`config.mk`:
```
export PLATFORM = sky130hd
export DESIGN_NAME = loop_sequencer_flat
export DESIGN_NICKNAME = d
export VERILOG_FILES = /design/src/rtl/loop_sequencer_if.sv /design/src/rtl/loop_sequencer.sv /design/src/flat_wrapper.sv
export SDC_FILE = /design/constraint.sdc
export NUM_CORES = 1
export LEC_CHECK = 0
export CORE_MARGIN = 2
export CORE_UTILIZATION = 52
export CTS_CLUSTER_DIAMETER = 30
export DETAILED_ROUTE_END_ITERATION = 16
export PLACE_DENSITY = 0.8
export SLEW_MARGIN = 20
export SYNTH_ARGS = -nofsm -noshare
export SYNTH_HDL_FRONTEND = slang
export SYNTH_SLANG_ARGS = --single-unit
export TNS_END_PERCENT = 100
```
`constraint.sdc`:
```
create_clock -name clk -period 4 [get_ports clk]
set_input_delay 0.6 -clock clk [delete_from_list [all_inputs] [get_ports clk]]
set_output_delay 0.6 -clock clk [all_outputs]
set_load 0.01 [all_outputs]
```
`src/rtl/loop_sequencer_if.sv`:
```
// rtl/loop_sequencer_if.sv - decode-to-loop-sequencer instruction handshake
interface loop_sequencer_if #(
  parameter int BITS    = 15,
  parameter int PC_BITS = 16
);
  logic               instr_valid;
  logic               instr_ready;
  logic [1:0]         instr_kind;
  logic [PC_BITS-1:0] instr_pc;
  logic [BITS-1:0]    instr_count;
  logic               instr_independent;

  modport master (
    output instr_valid, instr_kind, instr_pc, instr_count, instr_independent,
    input  instr_ready
  );

  modport slave (
    input  instr_valid, instr_kind, instr_pc, instr_count, instr_independent,
    output instr_ready
  );
endinterface

```
`src/rtl/loop_sequencer.sv`:
```
// rtl/loop_sequencer.sv - LOOP_START/LOOP_END to loop-stack strobes, PC stack, fetch redirect
// Optional feature macro: LOOP_SEQ_INDEPENDENT_EN (inner independent loops, multi-copy issue)
module loop_sequencer #(
  parameter int BITS                  = 15,
  parameter int LOOP_LOG_CNT          = 2,
  parameter int SUPERSCALAR_LOG_WIDTH = 2,
  parameter int PC_BITS               = 16
) (
  input  logic                             clk,
  input  logic                             reset,
  loop_sequencer_if.slave                  instr,
  output logic                             ls_create,
  output logic [BITS-1:0]                  ls_count,
  output logic                             ls_independent,
  output logic                             ls_next_iter,
  output logic                             ls_finish,
  input  logic                             ls_done,
  input  logic [SUPERSCALAR_LOG_WIDTH-1:0] ls_copy_count,
  output logic                             redirect_valid,
  output logic [PC_BITS-1:0]               redirect_pc,
  output logic [SUPERSCALAR_LOG_WIDTH:0]   issue_copies,
  output logic [LOOP_LOG_CNT:0]            depth,
  output logic                             err_overflow,
  output logic                             err_underflow
);
  localparam int MAX_DEPTH = 1 << LOOP_LOG_CNT;
  localparam logic [1:0] KIND_START = 2'b01;
  localparam logic [1:0] KIND_END   = 2'b10;
  localparam logic [LOOP_LOG_CNT:0] DEPTH_FULL = (LOOP_LOG_CNT+1)'(MAX_DEPTH);
  localparam logic [LOOP_LOG_CNT:0] DEPTH_ONE  = (LOOP_LOG_CNT+1)'(1);

  typedef enum logic [2:0] {S_IDLE, S_START, S_CHECK, S_NEXT, S_FINISH} state_t;
  state_t state, next_state;

  logic [PC_BITS-1:0]      pc_stack [MAX_DEPTH];
  logic                    accept, is_start, is_end, at_full, at_empty, do_push;
  logic [LOOP_LOG_CNT-1:0] push_idx, top_idx;

  assign instr.instr_ready = (state == S_IDLE);
  assign accept   = instr.instr_valid && (state == S_IDLE);
  assign is_start = accept && (instr.instr_kind == KIND_START);
  assign is_end   = accept && (instr.instr_kind == KIND_END);
  assign at_full  = (depth == DEPTH_FULL);
  assign at_empty = (depth == '0);
  assign do_push  = is_start && !at_full;
  // push_idx wraps to 0 at full depth, but no push happens then
  assign push_idx = depth[LOOP_LOG_CNT-1:0];
  assign top_idx  = push_idx - LOOP_LOG_CNT'(1);

  always_comb begin
    next_state = state;
    unique case (state)
      S_IDLE: begin
        if (do_push) next_state = S_START;
        else if (is_end && !at_empty) next_state = S_CHECK;
      end
      S_START:  next_state = S_IDLE;
      S_CHECK:  next_state = ls_done ? S_FINISH : S_NEXT;
      default:  next_state = S_IDLE;
    endcase
  end

  // Strobes are registered images of the state being entered
  always_ff @(posedge clk) begin
    if (reset) begin
      state          <= S_IDLE;
      depth          <= '0;
      ls_create      <= 1'b0;
      ls_next_iter   <= 1'b0;
      ls_finish      <= 1'b0;
      redirect_valid <= 1'b0;
      redirect_pc    <= '0;
      ls_count       <= '0;
      ls_independent <= 1'b0;
      err_overflow   <= 1'b0;
      err_underflow  <= 1'b0;
    end else begin
      state          <= next_state;
      ls_create      <= (next_state == S_START);
      ls_next_iter   <= (next_state == S_NEXT);
      ls_finish      <= (next_state == S_FINISH);
      redirect_valid <= (next_state == S_NEXT);
      if (next_state == S_NEXT) redirect_pc <= pc_stack[top_idx];
      if (do_push) begin
        ls_count <= (instr.instr_count == '0) ? BITS'(1) : instr.instr_count;
`ifdef LOOP_SEQ_INDEPENDENT_EN
        ls_independent <= instr.instr_independent;
`else
        ls_independent <= 1'b0;
`endif
      end
      if (is_start && at_full) err_overflow <= 1'b1;
      if (is_end && at_empty) err_underflow <= 1'b1;
      if (state == S_START) depth <= depth + DEPTH_ONE;
      else if (state == S_FINISH) depth <= depth - DEPTH_ONE;
    end
  end

  always_ff @(posedge clk) begin
    if (!reset && do_push) pc_stack[push_idx] <= instr.instr_pc + PC_BITS'(1);
  end

`ifdef LOOP_SEQ_INDEPENDENT_EN
  assign issue_copies = {1'b0, ls_copy_count} + (SUPERSCALAR_LOG_WIDTH+1)'(1);
`else
  logic unused_inputs;
  assign unused_inputs = ^{ls_copy_count, instr.instr_independent};
  assign issue_copies  = (SUPERSCALAR_LOG_WIDTH+1)'(1);
`endif
endmodule

```
`src/flat_wrapper.sv`:
```
// flat-port wrapper written by rule: the top's interface ports become plain ports
module loop_sequencer_flat 
#(
  parameter int BITS                  = 15,
  parameter int LOOP_LOG_CNT          = 2,
  parameter int SUPERSCALAR_LOG_WIDTH = 2,
  parameter int PC_BITS               = 16
)
  (clk, reset, ls_create, ls_count, ls_independent, ls_next_iter, ls_finish, ls_done, ls_copy_count, redirect_valid, redirect_pc, issue_copies, depth, err_overflow, err_underflow, instr_instr_valid, instr_instr_kind, instr_instr_pc, instr_instr_count, instr_instr_independent, instr_instr_ready);
  loop_sequencer_if #(.BITS(BITS), .PC_BITS(PC_BITS)) instr_i ();
  input  logic clk;
  input  logic reset;
  output logic ls_create;
  output logic [BITS-1:0] ls_count;
  output logic ls_independent;
  output logic ls_next_iter;
  output logic ls_finish;
  input  logic ls_done;
  input  logic [SUPERSCALAR_LOG_WIDTH-1:0] ls_copy_count;
  output logic redirect_valid;
  output logic [PC_BITS-1:0] redirect_pc;
  output logic [SUPERSCALAR_LOG_WIDTH:0] issue_copies;
  output logic [LOOP_LOG_CNT:0] depth;
  output logic err_overflow;
  output logic err_underflow;
  input wire logic [$bits(instr_i.instr_valid)-1:0] instr_instr_valid;
  input wire logic [$bits(instr_i.instr_kind)-1:0] instr_instr_kind;
  input wire logic [$bits(instr_i.instr_pc)-1:0] instr_instr_pc;
  input wire logic [$bits(instr_i.instr_count)-1:0] instr_instr_count;
  input wire logic [$bits(instr_i.instr_independent)-1:0] instr_instr_independent;
  output wire logic [$bits(instr_i.instr_ready)-1:0] instr_instr_ready;
  assign instr_i.instr_valid = instr_instr_valid;
  assign instr_i.instr_kind = instr_instr_kind;
  assign instr_i.instr_pc = instr_instr_pc;
  assign instr_i.instr_count = instr_instr_count;
  assign instr_i.instr_independent = instr_instr_independent;
  assign instr_instr_ready = instr_i.instr_ready;
  loop_sequencer #(.BITS(BITS), .LOOP_LOG_CNT(LOOP_LOG_CNT), .SUPERSCALAR_LOG_WIDTH(SUPERSCALAR_LOG_WIDTH), .PC_BITS(PC_BITS)) u_core (.clk(clk), .reset(reset), .instr(instr_i), .ls_create(ls_create), .ls_count(ls_count), .ls_independent(ls_independent), .ls_next_iter(ls_next_iter), .ls_finish(ls_finish), .ls_done(ls_done), .ls_copy_count(ls_copy_count), .redirect_valid(redirect_valid), .redirect_pc(redirect_pc), .issue_copies(issue_copies), .depth(depth), .err_overflow(err_overflow), .err_underflow(err_underflow));
endmodule
```
== Yosys cells after proc, flatten, opt, wreduce, memory -nomap -nowiden ==
Memories as Yosys holds them, arrays and structs flattened. A register that Yosys moved wholly into a read port is not among the register bits.
Index checks and enable logic that the tools add are counted.

* Register bits after elaboration: 26
* Bits in writable memories: 64
* Input bits: 40
* Output and inout port bits: 45
* Word-level logic and storage cells: 46
* Memories: 1

{| class="wikitable"
|+ Memories
! memory !! depth !! width !! read ports !! clocked after memory_dff !! write ports !! RTL line !! text
|-
| u_core.pc_stack || 4 || 16 || 1 || 1 || 1 || loop_sequencer.sv:35 || <nowiki>logic [PC_BITS-1:0] pc_stack [MAX_DEPTH];</nowiki>
|}

* Add/subtract/negate cells: 4
* Eq/ne operators: 9
* Multiplexer cells: 9
* Reduce and logical (&&, ||, !) cells: 15

{| class="wikitable"
|+ Operators with widths
! kind !! number
|-
| adder 16 x 1 -> 16 bit (second input constant) || 1
|-
| zero test 15 bit || 1
|-
| two-way mux 15 bit || 1
|-
| two-way mux 3 bit || 5
|-
| equality test 3 bit (second input constant) || 3
|-
| logical AND 1 bit || 8
|-
| equality test 3 x 1 -> 1 bit (second input constant) || 2
|-
| equality test 3 x 2 -> 1 bit (second input constant) || 2
|-
| zero test 3 bit || 2
|-
| case mux 3 bit (2 select lines) || 1
|-
| adder 3 x 1 -> 3 bit (second input constant) || 1
|-
| zero test 1 bit || 3
|-
| subtractor 3 x 1 -> 3 bit (second input constant) || 1
|-
| equality test 2 x 1 -> 1 bit (second input constant) || 1
|-
| equality test 2 bit (second input constant) || 1
|-
| two-way mux 1 bit || 2
|-
| nonzero test 2 bit || 1
|-
| subtractor 2 x 1 -> 2 bit (second input constant) || 1
|}

== Longest topological paths before layout ==
Gate-level depths: netlist (run 1).

* Depth after elaboration: 8
* Gate-level depth with buffers: 9
* Mapped depth without buffers: 5

== Least setup slack after synthesis (run 1) ==
Ideal clock, no wire load.

* Path kind: reg2reg
* Start: register u_core.depth[0]
* End: memory u_core.pc_stack[3][0] (enable)
* Library setup time: 0.413 ns
* Data arrival time: 3.015 ns
* Data required time: 3.587 ns
* Path slack: 0.572 ns
* Stages on the path, launching flop included: 8
* Buffers on the path: 2
* Clock period less this slack: 3.428 ns
* Path through: dfxtp_1 > buf_2 > buf_2 > inv_1 > ha_1 > nand2_1 > nand3_2 > nor3b_1

* Word-level cells in the longest chain between the ends: 6

{| class="wikitable"
|+ Ends and longest elaborated chain
! element !! RTL line !! text
|-
| from (decl) || loop_sequencer.sv:22 || <nowiki>output logic [LOOP_LOG_CNT:0] depth,</nowiki>
|-
| from (signal assigned) || loop_sequencer.sv:94 || <nowiki>if (state == S_START) depth <= depth + DEPTH_ONE;</nowiki>
|-
| from (signal assigned) || loop_sequencer.sv:95 || <nowiki>else if (state == S_FINISH) depth <= depth - DEPTH_ONE;</nowiki>
|-
| equality test 3 bit || loop_sequencer.sv:43 || <nowiki>assign at_full = (depth == DEPTH_FULL);</nowiki>
|-
| zero test 1 bit || loop_sequencer.sv:45 || <nowiki>assign do_push = is_start && !at_full;</nowiki>
|-
| logical AND 1 bit || loop_sequencer.sv:45 ||
|-
| logical AND 1 bit || loop_sequencer.sv:100 || <nowiki>if (!reset && do_push) pc_stack[push_idx] <= instr.instr_pc + PC_BITS'(1);</nowiki>
|-
| two-way mux 1 bit || loop_sequencer.sv:100 ||
|-
| two-way mux 1 bit (implied by the code) || loop_sequencer.sv:100 ||
|-
| to (decl) || loop_sequencer.sv:35 ||
|}

Parallel ways exist; a longest one is shown, timed or not.

== Worst setup path in the final report (run 1) ==
* Start: register u_core.state[0]
* End: register u_core.depth[2]

* Word-level cells in the longest chain between the ends: 2
* Elaborated cells on any way between the ends: 4
* Classes of those cells: eq/ne (2); mux (1); reduce/logical (1)

{| class="wikitable"
|+ Ends and longest elaborated chain
! element !! RTL line !! text
|-
| from (decl) || loop_sequencer.sv:33 || <nowiki>state_t state, next_state;</nowiki>
|-
| from (signal assigned) || loop_sequencer.sv:78 || <nowiki>state <= next_state;</nowiki>
|-
| equality test 3 x 1 -> 1 bit / equality test 3 bit (equally long branches) || loop_sequencer.sv:94, loop_sequencer.sv:95 ||
|-
| two-way mux 3 bit / nonzero test 2 bit (equally long branches) || n/a ||
|}

Parallel ways exist; a longest one is shown, timed or not.
A chain may end at the register's enable or synchronous reset.

==> results of run 1 <==
[cell usage in the layout (no fill, tap or decap), types with 3 or more instances in the layout]
| master | count |
|---|---|
| sky130_fd_sc_hd__nor2_1 | 11 |
| sky130_fd_sc_hd__o31ai_1 | 14 |
| sky130_fd_sc_hd__buf_4 | 8 |
| sky130_fd_sc_hd__nand3_1 | 6 |
| sky130_fd_sc_hd__edfxtp_1 | 64 |
| sky130_fd_sc_hd__nor3b_2 | 4 |
| sky130_fd_sc_hd__a21oi_1 | 35 |
| sky130_fd_sc_hd__dfxtp_1 | 42 |
| sky130_fd_sc_hd__mux4_2 | 16 |
| sky130_fd_sc_hd__ha_1 | 5 |
| sky130_fd_sc_hd__xnor2_1 | 5 |
| sky130_fd_sc_hd__xor2_1 | 10 |
| sky130_fd_sc_hd__nand2_1 | 36 |
| sky130_fd_sc_hd__nor4_1 | 8 |
| sky130_fd_sc_hd__clkbuf_8 | 9 |
| sky130_fd_sc_hd__clkdlybuf4s50_1 | 76 |
| sky130_fd_sc_hd__or3b_2 | 3 |
| sky130_fd_sc_hd__nand4_1 | 17 |
| sky130_fd_sc_hd__conb_1 | 4 |
| sky130_fd_sc_hd__nor3_1 | 5 |
| sky130_fd_sc_hd__inv_1 | 7 |
[area by class of cell]
class / count / area (um^2)
well taps: 105 / 131.4
multi-input cells: 202 / 1539
inverters: 7 / 26.28
repair buffers: 85 / 825.8
clock buffers: 12 / 177.7
fillers: 618 / 2765
clock inverters: 4 / 30.03
flip-flops and latches: 106 / 2763
[logic make-up after synthesis]
kind of cell,synth area share
adder cells (fa/ha/maj),0.01855
flip-flops,0.6206
AO/OA/AOI/OAI,0.07364
AND/OR/NAND/NOR,0.1307
buffers and inverters,0.04188
multiplexers,0.08347
XOR/XNOR,0.02951
other,0.001687
[per-layer routing]
layer  vias up  GRT usage
met4         0    0.09977
met5         -          0
met2       125     0.3542
met1      1446     0.2511
li1       1420          -
met3        12    0.02870
[flip-flops by register name, indices dropped and copies added (netlist names)]
signal / flops
u_core.state: 3
u_core.pc_stack: 64
u_core.depth: 3
u_core.err_overflow: 1
u_core.err_underflow: 1
u_core.ls_count: 15
u_core.redirect_pc: 16
u_core.ls_create: 1
u_core.ls_finish: 1
u_core.ls_next_iter: 1
[critical path, delay by kind of cell (launching register included)]
family | cells | cell delay [ns]
flip-flops | 1 | 0.60
multiplexers | 1 | 0.35
AND/OR/NAND/NOR | 2 | 0.95
AO/OA/AOI/OAI | 1 | 0.16
adder cells (fa/ha/maj) | 1 | 0.41
[power by group through the flow]
stage	logic, mW	registers, mW	clock network (mW)
5_1_grt	0.189	1.18	0.713
4_1_cts	0.174	1.18	0.672
6_report	0.172	1.18	0.663
3_5_place_dp	0.173	1.20	0
3_3_place_gp	0.169	1.20	0
2_1_floorplan	0.0919	1.20	0
[how the worst min path moves through the flow]
stage / start / endpoint / slack (ns)
final: u_core.redirect_pc[2]$_SDFFE_PP0N_ / u_core.redirect_pc[2]$_SDFFE_PP0N_ / 0.46
after global routing: u_core.redirect_pc[14]$_SDFFE_PP0N_ / u_core.redirect_pc[14]$_SDFFE_PP0N_ / 0.49
after CTS: u_core.redirect_pc[2]$_SDFFE_PP0N_ / u_core.redirect_pc[2]$_SDFFE_PP0N_ / 0.46
after detailed placement: u_core.redirect_pc[9]$_SDFFE_PP0N_ / u_core.redirect_pc[9]$_SDFFE_PP0N_ / 0.45
after global placement: u_core.redirect_pc[0]$_SDFFE_PP0N_ / u_core.redirect_pc[0]$_SDFFE_PP0N_ / 0.44
after floorplan: u_core.redirect_pc[0]$_SDFFE_PP0N_ / u_core.redirect_pc[0]$_SDFFE_PP0N_ / 0.48
==> run summary, run 1 <==
The flow ran to the end, and the final reports show no timing, DRC or antenna violations. The proportion of total power due to net switching is 0.2243, and the period utilization is 0.6424. The die covers 9317 um^2. CTS built an H-tree with a depth of 3. Of all nets on the critical path, the largest fanout is 10.

TritonCTS built the clock tree. The final core utilization was 0.6652. Gates resized during post-CTS repair numbered 0. The congestion estimate from routability-driven global placement came to 0.7326. The tools report the timing-limited maximum frequency as 0.3891 GHz. In the synthesized netlist, the cells that appear most often are 64 x sky130_fd_sc_hd__edfxtp_1, 42 x sky130_fd_sc_hd__dfxtp_1, 36 x sky130_fd_sc_hd__nand2_1, 35 x sky130_fd_sc_hd__a21oi_1, 17 x sky130_fd_sc_hd__nand4_1.

The insertion delay of the later-clocked pin in the worst-skew pair is 0.37 ns, and the number of hold buffers added after CTS is 0. The logs give 4 for the first-pass iteration count of the detailed router and 0 for the number of max-cap violations. In the detailed route, the total length drawn on met2 is 4405 um. The core region area came out at 8258 um^2.

0 antenna diodes ended up in the layout. The run gives 1.773 nW as the leakage power summed over all cells. Dividing the detail-routed via count by the number of cells gives 5.764. In this run, the number of DRC markers left after iteration 0 of detailed routing was 254. The power per cell area is 366.5 nW/um^2, and the non-filler instance count after layout is 521. The synthesized design contains 106 register bits. Setup repair after global routing left no endpoint under its margin. Counting I/O delays and the setup requirement, the final critical path takes 2.570 ns. The distinct cell type count of the synthesized netlist is 40, and the floorplan die width is 96.53 um. Kind of critical path: reg -> reg. The internal power of the cells totals 1.561 mW. Ranked by total cell area, the synthesized netlist is headed by sky130_fd_sc_hd__edfxtp_1 43%, sky130_fd_sc_hd__dfxtp_1 19%, sky130_fd_sc_hd__mux4_2 8.1%, sky130_fd_sc_hd__a21oi_1 3.9%, sky130_fd_sc_hd__nand2_1 3.0%. The number of cells on the worst hold path was 2; the final sum of negative setup slack was 0 ns.

Clock-pin slew was measured on the worst setup and hold paths at 0.10 ns. The worst reg-to-reg path cell count is 5, and the netlist area before placement is 4452 um^2. The final count of hold timing violations was 0.

Clock buffer count from CTS: 9. CTS saw 106 sinks. The critical path ends at u_core.depth[2]$_SDFFE_PP0P_.

The run gives 0 as the final count of pins violating max slew. The most frequent cell on the critical path is sky130_fd_sc_hd__or3b_2. The post-route DRC violation count came out at 0. The via count of the routed design is 3003. The share of post-route cells with drive strength above 1 is 0.1250, and the summed area of non-filler cells in the final layout is 5493 um^2. Max-slew headroom at the worst pin: 0.3675. Setup violations remaining at the end of the flow were counted as 0. The portion of the post-synthesis area used by sequential elements was 0.6206; the power after layout was 2.013 mW. The routed design uses 652 um of met3 wire.

In this run the cell area measured after placement is 5290 um^2. The height of the chip is 96.53 um. Row generation in the floorplan step produced 33 rows.

The layout overhead on the synthesized area was 23.38%. The first global-routing pass estimated 14100 um of wire. Each instance of the synthesized netlist takes up on average 13.02 um^2.

The proportion of netlist area held by the largest area contributor was 0.4317. Pin placement for this block handled 85 I/O pins. The count of nets left with antenna violations once routing finished came out at 0. For this design, the slowest cell found on the critical path is sky130_fd_sc_hd__dfxtp_1. The maximum single-stage delay on the critical path is 0.60 ns. The worst hold path belongs to the class reg -> reg.

The worst-case clock buffer depth was 2. Kind of start point of the critical path: a flop. For the pin with the worst max-slew slack, the measured transition is 0.9448 ns.

The run gives 342 as the synthesized netlist cell count. For this run the aggregate overflow at the end of global routing stands at 0. For the power share of the sequential group, the log shows 0.585. The tools report the endpoint class of the critical path as a flop. Among all flip-flop cells after synthesis, the most frequent one is sky130_fd_sc_hd__edfxtp_1. The signal on the critical path passes through or3b_2 > fa_1 > or3b_2 > a21oi_1 > mux2_2. The proportion of power drawn by combinational gates is 0.086. The synthesized design contains 64 enable-type register cells. For the maximum number of pins on one net before global-route repair, the log shows 28. Most used standard cell by instance count after synthesis: sky130_fd_sc_hd__edfxtp_1. The worst slack after detailed placement was 1.334 ns; the via count of the first global-routing pass was 2939. The count of buffers from port buffering is 77, and the post-placement cell count is 505. The proportion of register bits with asynchronous set or reset after synthesis came out at 0. Critical path data arrival time: 2.82 ns. The top cell type by total area after synthesis was sky130_fd_sc_hd__edfxtp_1. For the overall fraction of global-route tracks in use, the log shows 0.2040.

After legalization and detailed placement, the total HPWL measured 5995 um. The run gives 1.43 ns as the worst-case register-to-register setup slack. The analysis attributes to net switching a power of 451.6 uW.

Clock tree synthesis selected as its root buffer the cell sky130_fd_sc_hd__clkbuf_8. The initial core utilization was 0.5391; the net count of the finished layout was 457. The met1 wire length is 3670 um, and the required time of the critical path is 4.25 ns. The final worst-path setup slack is 1.430 ns, and the number of antenna violations at the first check in global routing is 0. The highest metal layer used by the detailed router was met4. The worst register-to-register path ends at u_core.depth[2]$_SDFFE_PP0P_. Final hold analysis gives a worst-case slack of 0.4618 ns. The relative contribution of the clock network to total power is 0.329. For this run, the number of Yosys warnings is 0. The final layout contains routed wiring with a total length of 8889 um. Buffers added to address setup during post-CTS repair amount to 0.

Across the routed clock network, the largest skew measured is 0.01802 ns. The tools report the worst setup path startpoint as u_core.state[0]$_SDFF_PP0_. After detailed routing, the average wire length per cell comes to 17.06 um. Maximum vdd ir drop: 0.0001715 V. The startpoint identified for the worst register-to-register timing path is u_core.state[0]$_SDFF_PP0_.
(Power assumes the default switching activity.)
==> inputs of run 2 (changes only) <==
--- a/config.mk
+++ b/config.mk
@@ -6,10 +6,10 @@
 export NUM_CORES = 1
 export LEC_CHECK = 0
 export CORE_MARGIN = 2
-export CORE_UTILIZATION = 52
+export CORE_UTILIZATION = 47
 export CTS_CLUSTER_DIAMETER = 30
 export DETAILED_ROUTE_END_ITERATION = 16
-export PLACE_DENSITY = 0.8
+export PLACE_DENSITY = 0.76
 export SLEW_MARGIN = 20
 export SYNTH_ARGS = -nofsm -noshare
 export SYNTH_HDL_FRONTEND = slang
==> constraint.sdc (replaced) <==
create_clock -name clk -period 2.2 [get_ports clk]
set_input_delay 0.33 -clock clk [delete_from_list [all_inputs] [get_ports clk]]
set_output_delay 0.33 -clock clk [all_outputs]
set_load 0.01 [all_outputs]
==> run summary, run 2 (synthesis gave the netlist of run 1 again) <==
Height of the chip: 101.3 um (was 96.53 um). The final sum of negative setup slack was 0 ns (unchanged); the maximum number of pins on one net before global-route repair was 27 (was 28). The max-slew headroom at the worst pin is 0.5837 (was 0.3675), and the maximum single-stage delay on the critical path is 0.39 ns (was 0.60 ns). The final critical-path required period is 2.042 ns (was 2.570 ns).

Register name with the most flops: u_core.pc_stack (unchanged). Highest-delay cell along the critical path: sky130_fd_sc_hd__fa_2 (was sky130_fd_sc_hd__dfxtp_1). The clock-pin slew reported for the worst setup and hold paths after clock tree synthesis was 0.10 ns (about the same); the H-tree depth was 3 (unchanged). The post-route DRC violation count is 0 (unchanged). The startpoint of the worst hold path is u_core.redirect_pc[15]$_SDFFE_PP0N_ (was u_core.redirect_pc[2]$_SDFFE_PP0N_). The kind of start point of the critical path is a flop (unchanged).

The total grt overflow came out at 0 (unchanged). The most frequent cell on the critical path was sky130_fd_sc_hd__or3b_4 (was sky130_fd_sc_hd__or3b_2). The share of post-route cells with drive strength above 1 was 0.1671 (was 0.1250); the setup violation total in the final timing report was 0 (unchanged). The tools report the insertion delay of the later-clocked pin in the worst-skew pair as 0.37 ns (about the same). The endpoint class of the critical path was a flop (unchanged). The class of the most critical hold timing path is reg -> reg (unchanged). The tools report the antenna cell count as 0 (unchanged). The transition time at the pin with the least slew margin was 0.6245 ns (was 0.9448 ns); the power after layout was 3.657 mW (was 2.013 mW). The run finished with clean final reports. The via count of the first global-routing pass is 3041 (was 2939), and the via count of the routed design is 3063 (was 3003).

Cell breakdown of the critical path: or3b_4 > fa_2 > or3b_4 > a21oi_2 > mux2_2 (was or3b_2 > fa_1 > or3b_2 > a21oi_1 > mux2_2). The layout overhead on the synthesized area was 27.97% (was 23.38%). Net count of the finished layout: 473 (was 457). The tools report the number of max-cap violations as 0 (unchanged). The logs give 10270 um^2 (was 9317 um^2) for the area of the die and 0 (unchanged) for the count of instances resized after the clock tree is built. The vias per cell was 5.651 (was 5.764).

The power per cell area is 642.0 nW/um^2 (was 366.5 nW/um^2), and the CTS sink count is 106 (unchanged). The count of buffers from port buffering came out at 77 (unchanged). Setup repair after global routing left no endpoint under its margin. For the worst-case clock buffer depth, the log shows 2 (unchanged). Largest regs: u_core.pc_stack x64, u_core.redirect_pc x16, u_core.ls_count x15 (unchanged). The remaining antenna violation count after routing is 0 (unchanged), and the overall fraction of global-route tracks in use is 0.1903 (was 0.2040). The run gives 4 (unchanged) as the first-pass iteration count of the detailed router.

The kind of critical path was reg -> reg (unchanged). The number of post-CTS setup repair buffers was 0 (unchanged); the required time of the critical path was 2.45 ns (was 4.25 ns). The reg-to-reg startpoint is u_core.state[2]$_SDFF_PP0_ (was u_core.state[0]$_SDFF_PP0_). The clock skew is 0.01034 ns (was 0.01802 ns).

The tools report the worst setup path startpoint as u_core.state[2]$_SDFF_PP0_ (was u_core.state[0]$_SDFF_PP0_). The core region area is 9196 um^2 (was 8258 um^2), and the final count of pins violating max slew is 0 (unchanged). The number of antenna violations at the first check in global routing was 0 (unchanged). The first-iteration detailed-routing DRC count was 132 (was 254); the maximum vdd ir drop was 0.0003084 V (was 0.0001715 V).

Number of placement rows: 35 (was 33). The post-placement cell count is 527 (was 505). The run gives 542 (was 521) as the non-filler instance count after layout. TritonCTS built the clock tree.

The tools report the initial core utilization as 0.4841 (was 0.5391). The clock buffer count from CTS came out at 9 (unchanged). Instance area at placement: 5507 um^2 (was 5290 um^2). The tools report the leakage power summed over all cells as 1.880 nW (was 1.773 nW). The most common cell after layout, fill and taps aside was sky130_fd_sc_hd__clkdlybuf4s50_1 (unchanged). The floorplan die width works out to 101.3 um (was 96.53 um).

The period utilization was 0.9280 (was 0.6424); the I/O pin total was 85 (unchanged). The routed length per placed instance was 17.32 um (was 17.06 um); the total wire length after detailed routing was 9388 um (was 8889 um). The summed area of non-filler cells in the final layout is 5697 um^2 (was 5493 um^2).

For the wire length of the first global-routing pass, the log shows 14840 um (was 14100 um). The run gives 0.4898 GHz (was 0.3891 GHz) as the timing-limited maximum frequency. The tools report the final weighted congestion of routability-driven global placement as 0.8248 (was 0.7326). The critical path data arrival time came out at 2.30 ns (was 2.82 ns). Cell chosen for the clock root: sky130_fd_sc_hd__clkbuf_8 (unchanged).

The maximum fanout along the worst path came out at 2 (was 10). For the detailed placer's ending HPWL, the log shows 6427 um (was 5995 um). Commonest non-fill, non-tap cells in the layout: 76 x sky130_fd_sc_hd__clkdlybuf4s50_1, 64 x sky130_fd_sc_hd__edfxtp_1, 41 x sky130_fd_sc_hd__dfxtp_1, 35 x sky130_fd_sc_hd__nand2_1, 34 x sky130_fd_sc_hd__a21oi_1 (was 76 x sky130_fd_sc_hd__clkdlybuf4s50_1, 64 x sky130_fd_sc_hd__edfxtp_1, 42 x sky130_fd_sc_hd__dfxtp_1, 36 x sky130_fd_sc_hd__nand2_1, 35 x sky130_fd_sc_hd__a21oi_1).

Final count of hold timing violations: 0 (unchanged). The number of hold buffers added after CTS is 0 (unchanged), and the flip-flop count of the largest register after layout is 64 (unchanged).
run 2: changes by cell type in the layout (fill, tap and decap cells not counted), sizes merged:
cell      previous run  this run
clkinv               2         1
bufinv               0         1
clkinvlp             0         1
buf                  9        25
clkbuf              12        10
run 2: layout make-up:
| cell class | count | area (um^2) |
|---|---|---|
| clock buffers | 10 | 127.6 |
| clock inverters | 5 | 62.56 |
| fillers | 733 | 3500 |
| flip-flops and latches | 106 | 2766 |
| inverters | 7 | 26.28 |
| well taps | 111 | 138.9 |
| repair buffers | 101 | 996.0 |
| multi-input cells | 202 | 1579 |
run 2: report_power, final:
group          total [mW]  leakage (nW)  internal [mW]  switching, mW
sequential           2.14         0.917           2.13         0.0121
clock                1.18        0.0947          0.531          0.646
combinational       0.341         0.869          0.171          0.170
total                3.66          1.88           2.83          0.828
run 2: layer usage:
layer	GRT usage	part of all wire	vias to the layer above	wire, um
met1	0.2389	0.44	1505	4136
met2	0.3291	0.50	99	4675
li1	-	-	1447	-
met4	0.07173	0.015	0	139
met3	0.03520	0.047	12	437
met5	0	0	-	0
run 2: critical path: cells and delay by family, from the launching register on:
family,cells,cell delay (ns)
adders and majority gates,1,0.39
DFF,1,0.33
muxes,1,0.33
AOI/OAI and AO/OA,1,0.13
and+or+nand+nor,2,0.76
run 2: worst paths after layout:
| kind | cells after the start | slack, ns | endpoint |
|---|---|---|---|
| worst max-delay path | 5 | 0.16 | u_core.depth[2]$_SDFFE_PP0P_ |
| worst max register to register | 5 | 0.16 | u_core.depth[2]$_SDFFE_PP0P_ |
| worst min-delay path | 2 | 0.46 | u_core.redirect_pc[15]$_SDFFE_PP0N_ |
| worst min register to register | 2 | 0.46 | u_core.redirect_pc[15]$_SDFFE_PP0N_ |
run 2: per-stage QoR:
stage               setup slack, ns  hold slack (ns)  utilization
floorplan                   0.01913           0.4801            -
global placement            0.09151           0.4444       0.5988
detailed placement          0.02160           0.4486       0.5988
CTS                          0.1257           0.4573       0.6195
global route                0.07414           0.4776       0.6195
finish                       0.1584           0.4599       0.6195
